### src/rtl/dsp_pkg.sv
// Shared definitions for the MAC pipeline: post-op encodings and saturation limits.
// Latency: none (constants and elaboration-time helpers only).
// Backpressure: not applicable.
package dsp_pkg;

  // Post-op select, carried in op[1:0]
  localparam logic [1:0] OP_MUL  = 2'b00;
  localparam logic [1:0] OP_MAC  = 2'b01;
  localparam logic [1:0] OP_MSU  = 2'b10;
  localparam logic [1:0] OP_MULC = 2'b11;

  // op[OP_PRE_BIT] routes D + B into the multiplier instead of B
  localparam int OP_PRE_BIT = 2;

  // Widest accumulator the helpers can describe; callers slice the low w bits
  localparam int SAT_MAXW = 256;

  // Largest positive two's-complement value of width w, in the low w bits
  function automatic logic [SAT_MAXW-1:0] sat_max(input int w);
    return (SAT_MAXW'(1) << (w - 1)) - SAT_MAXW'(1);
  endfunction

  // Most negative two's-complement value of width w, in the low w bits
  function automatic logic [SAT_MAXW-1:0] sat_min(input int w);
    return SAT_MAXW'(1) << (w - 1);
  endfunction

endpackage

### src/rtl/pipe_reg.sv
// Generic pipeline register with clock enable and synchronous active-low reset.
// Latency: 1 cycle, or 0 when BYPASS is non-zero.
// Backpressure: ce low holds the stored value; there is no ready handshake.
module pipe_reg #(
  parameter int WIDTH  = 1,
  parameter int BYPASS = 0
) (
  input  logic             clk,
  input  logic             rst_n,
  input  logic             ce,
  input  logic [WIDTH-1:0] d,
  output logic [WIDTH-1:0] q
);

  generate
    if (BYPASS != 0) begin : g_bypass
      assign q = d;
    end else begin : g_reg
      // Capture on enabled cycles; reset wins over ce
      always_ff @(posedge clk) begin
        if (!rst_n)  q <= '0;
        else if (ce) q <= d;
      end
    end
  endgenerate

endmodule

### src/rtl/dsp_mac_pipe.sv
// Signed pipelined MAC with pre-adder, framed accumulation, saturation and pattern detect.
// Latency: 2+MREG enabled cycles from in_valid to p_valid; one sample per enabled cycle.
// Backpressure: none; ce low freezes every register, valid bits included.
module dsp_mac_pipe
  import dsp_pkg::*;
#(
  parameter int              AW       = 18,
  parameter int              BW       = 18,
  parameter int              PW       = 48,
  parameter int              MREG     = 1,
  parameter int              SATURATE = 1,
  parameter logic [PW-1:0]   PATTERN  = '0
) (
  input  logic          clk,
  input  logic          rst_n,
  input  logic          ce,
  input  logic          in_valid,
  input  logic          in_last,
  input  logic [2:0]    op,
  input  logic [AW-1:0] a,
  input  logic [BW-1:0] b,
  input  logic [BW-1:0] d,
  input  logic [PW-1:0] c,
  output logic [PW-1:0] p,
  output logic          p_valid,
  output logic          p_last,
  output logic          ovf,
  output logic          pat_det
);

  localparam int PRW = AW + BW + 1;            // multiplier product width
  localparam int S0W = 2 + 3 + AW + 2*BW + PW; // stage 0 payload
  localparam int M1W = 2 + 2 + PW + PRW;       // multiplier stage payload

  localparam logic [SAT_MAXW-1:0] SAT_MAX_W = sat_max(PW);
  localparam logic [SAT_MAXW-1:0] SAT_MIN_W = sat_min(PW);
  localparam logic [PW-1:0]       SAT_MAX   = SAT_MAX_W[PW-1:0];
  localparam logic [PW-1:0]       SAT_MIN   = SAT_MIN_W[PW-1:0];

  // ---------------- stage 0: input capture ----------------
  logic [S0W-1:0]        s0_q;
  logic                  s0_valid, s0_last;
  logic [2:0]            s0_op;
  logic signed [AW-1:0]  s0_a;
  logic signed [BW-1:0]  s0_b, s0_d;
  logic [PW-1:0]         s0_c;

  pipe_reg #(.WIDTH(S0W), .BYPASS(0)) u_s0 (
    .clk(clk), .rst_n(rst_n), .ce(ce),
    .d({in_valid, in_last, op, a, b, d, c}),
    .q(s0_q)
  );
  assign {s0_valid, s0_last, s0_op, s0_a, s0_b, s0_d, s0_c} = s0_q;

  // Pre-adder at BW+1 bits cannot overflow; product sized to its exact range
  logic signed [BW:0]    b_ext, d_ext, bb;
  logic signed [PRW-1:0] a_mx, bb_mx, pr;

  assign b_ext = {s0_b[BW-1], s0_b};
  assign d_ext = {s0_d[BW-1], s0_d};
  assign bb    = s0_op[OP_PRE_BIT] ? (d_ext + b_ext) : b_ext;
  assign a_mx  = {{(BW+1){s0_a[AW-1]}}, s0_a};
  assign bb_mx = {{AW{bb[BW]}}, bb};
  assign pr    = a_mx * bb_mx;

  // ---------------- stage 1: optional multiplier register ----------------
  logic [M1W-1:0]        m_q;
  logic                  m_valid, m_last;
  logic [1:0]            m_op;
  logic [PW-1:0]         m_c;
  logic [PRW-1:0]        m_pr;

  pipe_reg #(.WIDTH(M1W), .BYPASS(MREG == 0 ? 1 : 0)) u_m1 (
    .clk(clk), .rst_n(rst_n), .ce(ce),
    .d({s0_valid, s0_last, s0_op[1:0], s0_c, pr}),
    .q(m_q)
  );
  assign {m_valid, m_last, m_op, m_c, m_pr} = m_q;

  // ---------------- P stage: post-op, overflow, saturation ----------------
  logic              first_q;
  logic signed [PW:0] pr_x, acc_x, c_x, sum;
  logic              ovf_nxt;
  logic [PW-1:0]     p_nxt;

  assign pr_x  = {{(PW+1-PRW){m_pr[PRW-1]}}, m_pr};
  assign acc_x = first_q ? '0 : {p[PW-1], p};
  assign c_x   = {m_c[PW-1], m_c};

  // One extra bit of headroom so overflow shows up as disagreeing top bits
  always_comb begin
    sum = pr_x;
    case (m_op)
      OP_MUL:  sum = pr_x;
      OP_MAC:  sum = acc_x + pr_x;
      OP_MSU:  sum = acc_x - pr_x;
      default: sum = c_x + pr_x;
    endcase
  end

  assign ovf_nxt = sum[PW] ^ sum[PW-1];
  assign p_nxt   = (ovf_nxt && (SATURATE != 0)) ? (sum[PW] ? SAT_MIN : SAT_MAX)
                                                : sum[PW-1:0];

  // Result registers update only on valid samples; first_q tracks frame starts
  always_ff @(posedge clk) begin
    if (!rst_n) begin
      p       <= '0;
      p_valid <= 1'b0;
      p_last  <= 1'b0;
      ovf     <= 1'b0;
      pat_det <= 1'b0;
      first_q <= 1'b1;
    end else if (ce) begin
      p_valid <= m_valid;
      if (m_valid) begin
        p       <= p_nxt;
        p_last  <= m_last;
        ovf     <= ovf_nxt;
        pat_det <= (p_nxt == PATTERN);
        first_q <= m_last;
      end
    end
  end

endmodule

### config.mk
export PLATFORM = sky130hd
export DESIGN_NAME = dsp_mac_pipe
export DESIGN_NICKNAME = d
export VERILOG_FILES = /design/src/rtl/dsp_pkg.sv /design/src/rtl/pipe_reg.sv /design/src/rtl/dsp_mac_pipe.sv
export SDC_FILE = /design/constraint.sdc
export NUM_CORES = 2
export LEC_CHECK = 0
export ABC_AREA = 1
export CORE_MARGIN = 1
export CORE_UTILIZATION = 40
export DETAILED_ROUTE_END_ITERATION = 10
export PLACE_DENSITY = 0.54
export SETUP_SLACK_MARGIN = 0.5
export SLEW_MARGIN = 20
export SYNTH_ARGS = -nofsm -noshare
export SYNTH_HDL_FRONTEND = slang
export SYNTH_HIERARCHICAL = 1
export SYNTH_SLANG_ARGS = --single-unit
### constraint.sdc
create_clock -name clk -period 12.45 [get_ports clk]
set_input_delay 1.8675 -clock clk [delete_from_list [all_inputs] [get_ports clk]]
set_output_delay 1.8675 -clock clk [all_outputs]
set_load 0.01 [all_outputs]
==> results.toml <==
[job]
maxCapViolations = 0

[yosys]
yosysTopAreaCell = "fa_1"
ys_seq_area_share_pct = 14.8
synth.area.top_cells = "fa_1 (20%), nand2_1 (15%), dfxtp_1 (15%), inv_1 (11%), nor2_1 (9.9%)"
yosysMostFrequentCell = "nand2_1"
yosys.area.top_type_share_pct = 20.4
synth_cell_types = 55
syn_nets = 5858
synthesis.area_um2 = 33600
ys_ff_latch = 249
synthArstFlopShare_pct = 0
ys.flop_type = "dfxtp_1"
synth_edf_count = 0
yosys_warnings = 6
synth_cells = 5192
avgSynthCellArea_um2 = 6.47
synth_common_cells = "nand2_1 (1387), inv_1 (1021), nor2_1 (886)"

[setup_path]
reg2reg_slack_ns = 3.65
r2r-end = "u_m1/q[34]"
critPathBufInv = 9
startpoint_type = "register"
critPathArrivalTime_ns = 9.32
slowest_stage = "fa_1"
slowest_delay_ns = 0.61
critPathMaxFanout = 10
required_ns = 12.97
startpoint = "u_s0/q[66]"
r2r-start = "u_s0/q[66]"
cp-end-kind = "register"
criticalPathCategory = "register to register"
cp_common_cell = "inv_1"
r2r.worst_path.cells = 39
path_delay_family = "adder cells"

[cts]
cts_hold_buf = 0
post_cts_resize_count = 0
clk_latency_ns = 0.58
cts_buffers = 34
cts.clk_slew.worst_paths_ns = 0.06
htreeDepth = 2
cts_root_buf = "clkbuf_16"
cts_tree = "built"
clock_path_buffers = 3
cts.sinks = 249
post_cts_buffers = 0

[placement]
io_buffers = 161
placed_cell_area_um2 = 35800
placed_cells = 6288
gp_congestion = 0.964
dp_hpwl_um = 90900

[sta]
finalClockSkew_ns = 0.0251
slew_viol_final = 0
setup_viol = 0
worst_pin_slew_ns = 1.04
max_freq_mhz = 114
post-route-min-period_ns = 8.80
fin_crit_sh_pct = 70.7
hold_ws_ns = 0.467
max_slew_margin_pct = 30.4
fin_tns_setup_ns = 0
hold_viol = 0
rsz0062_at_grt = "no"

[drt]
avgViaCountPerCell = 4.97
first_pass_iters = 6
drt-total-wl_um = 111000
ant_nets = 0
vias = 31500
drt_iter0_markers = 2407
wl_per_cell_um = 17.4
drc = 0

[grt]
grt_max_degree = 186
grt_overflow_total = 0
grt_pass1_wl_um = 173000
grt_pass1_vias = 30500
grt_antenna_before_repair = 0
grt_use_total_pct = 26.3

[floorplanning]
core-area_um2 = 82600
die_h_um = 292
initial_core_util_pct = 40.6
die-area_um2 = 85100
std_cell_rows = 105
dieWidth_um = 292
ioPinCount = 162

[finish]
area_delta_synth_final_pct = 10.0
fin_nets = 5920
antennaDiodeCount = 0
finish.instance_area_um2 = 37000
multi_input_area_um2 = 23800
post-route-util_pct = 44.7
layout.cells.non_filler = 6347
drive_gt1_share_pct = 3.71
fillCellCount = 8905
ff_latch_area_um2 = 4980

[power_and_ir_drop]
sw_frac_of_total_pct = 52.3
combinationalPowerShare_pct = 67.6
p_switching_uw = 3340
clockPowerShare_pct = 15.5
power.density_nw_per_um2 = 173
p_int_uw = 3040
ir_drop_v = 0.000180
seq_power_share_pct = 16.9
p_leak_uw = 0.0194

[min_path]
min_from = "u_s0/q[27]"
min_to = "u_s0/q[27]"
min_path_type = "register to register"
hold_path_depth = 2

[status]
outcome = "finished clean"
-- area by class of cell --
class,instances,area share (%)
Multi-Input combinational cell,3743,64.4
Sequential cell,249,13.5
Clock buffer,42,2.46
Timing Repair Buffer,182,4.87
Inverter,1044,10.6
Tap cell,1070,3.62
Clock inverter,17,0.521
-- flip-flops by register name (all words and copies together), names as in the netlist --
name,cells
first_q,1
u_s0/q,107
ovf,1
p_valid,1
p,48
p_last,1
u_m1/q,89
pat_det,1
-- cell usage in the layout, fill, tap and decap left out, types with 14 or more instances in the layout --
master	count
nand2_1	1386
inv_1	1021
nor2_1	886
fa_1	342
dfxtp_1	249
a21oi_1	231
ha_1	213
clkdlybuf4s50_1	159
nand3_1	142
o21ai_0	93
xor2_1	68
xnor2_1	46
nand4_1	35
nor3_1	34
clkbuf_16	34
o21bai_1	31
or2_2	27
a221oi_1	27
nand2_2	26
buf_4	19
o21ai_1	14
-- power by group through the flow --
stage	registers [uW]	logic, uW	clock network [uW]
6_report	1080	4320	987
5_1_grt	1080	4980	1050
4_1_cts	1070	4320	1020
3_5_place_dp	1090	4300	0
3_3_place_gp	1090	4310	0
2_1_floorplan	984	3250	0
-- cells by family (layout without fill, tap and decap cells) --
family	after synthesis	after routing	share of synthesized area (%)
and+or+nand+nor	2587	2587	30.8
buffers and inverters	1200	1285	14.3
adders and majority gates	556	556	28.4
AOI/OAI and AO/OA	485	485	8.65
DFF	249	249	14.8
xor gates and xnor gates	115	115	3.00
-- worst max-delay path by stage --
stage	end	slack, ns	cells past startpoint
5_1_grt	u_m1/q[34]	2.87	39
2_1_floorplan	u_m1/q[36]	4.76	36
6_report	u_m1/q[34]	3.65	39
3_3_place_gp	u_m1/q[34]	3.87	39
3_5_place_dp	u_m1/q[34]	3.74	39
4_1_cts	u_m1/q[34]	3.70	39
-- worst reg2reg max path, delay by kind of cell (launching register included) --
kind / cells / cell delay, ns
xor gates and xnor gates: 1 / 0.17
adders and majority gates: 9 / 3.99
AOI/OAI and AO/OA: 8 / 1.26
DFF: 1 / 0.35
buffers and inverters: 9 / 0.65
and+or+nand+nor: 12 / 2.33
-- per-layer routing --
metal | global-route usage, % | share of wire [%]
met1 | 37.7 | 48
met2 | 40.0 | 42
met3 | 5.19 | 7.5
met4 | 6.83 | 2.7
met5 | 0 | 0
-- metrics by stage --
step | power [uW] | worst slack [ns]
2_1_floorplan | 4240 | 4.76
3_3_place_gp | 5390 | 3.87
3_5_place_dp | 5380 | 3.74
4_1_cts | 6410 | 3.70
5_1_grt | 7110 | 2.87
6_report | 6380 | 3.65
Power figures use the tool's default switching activity.
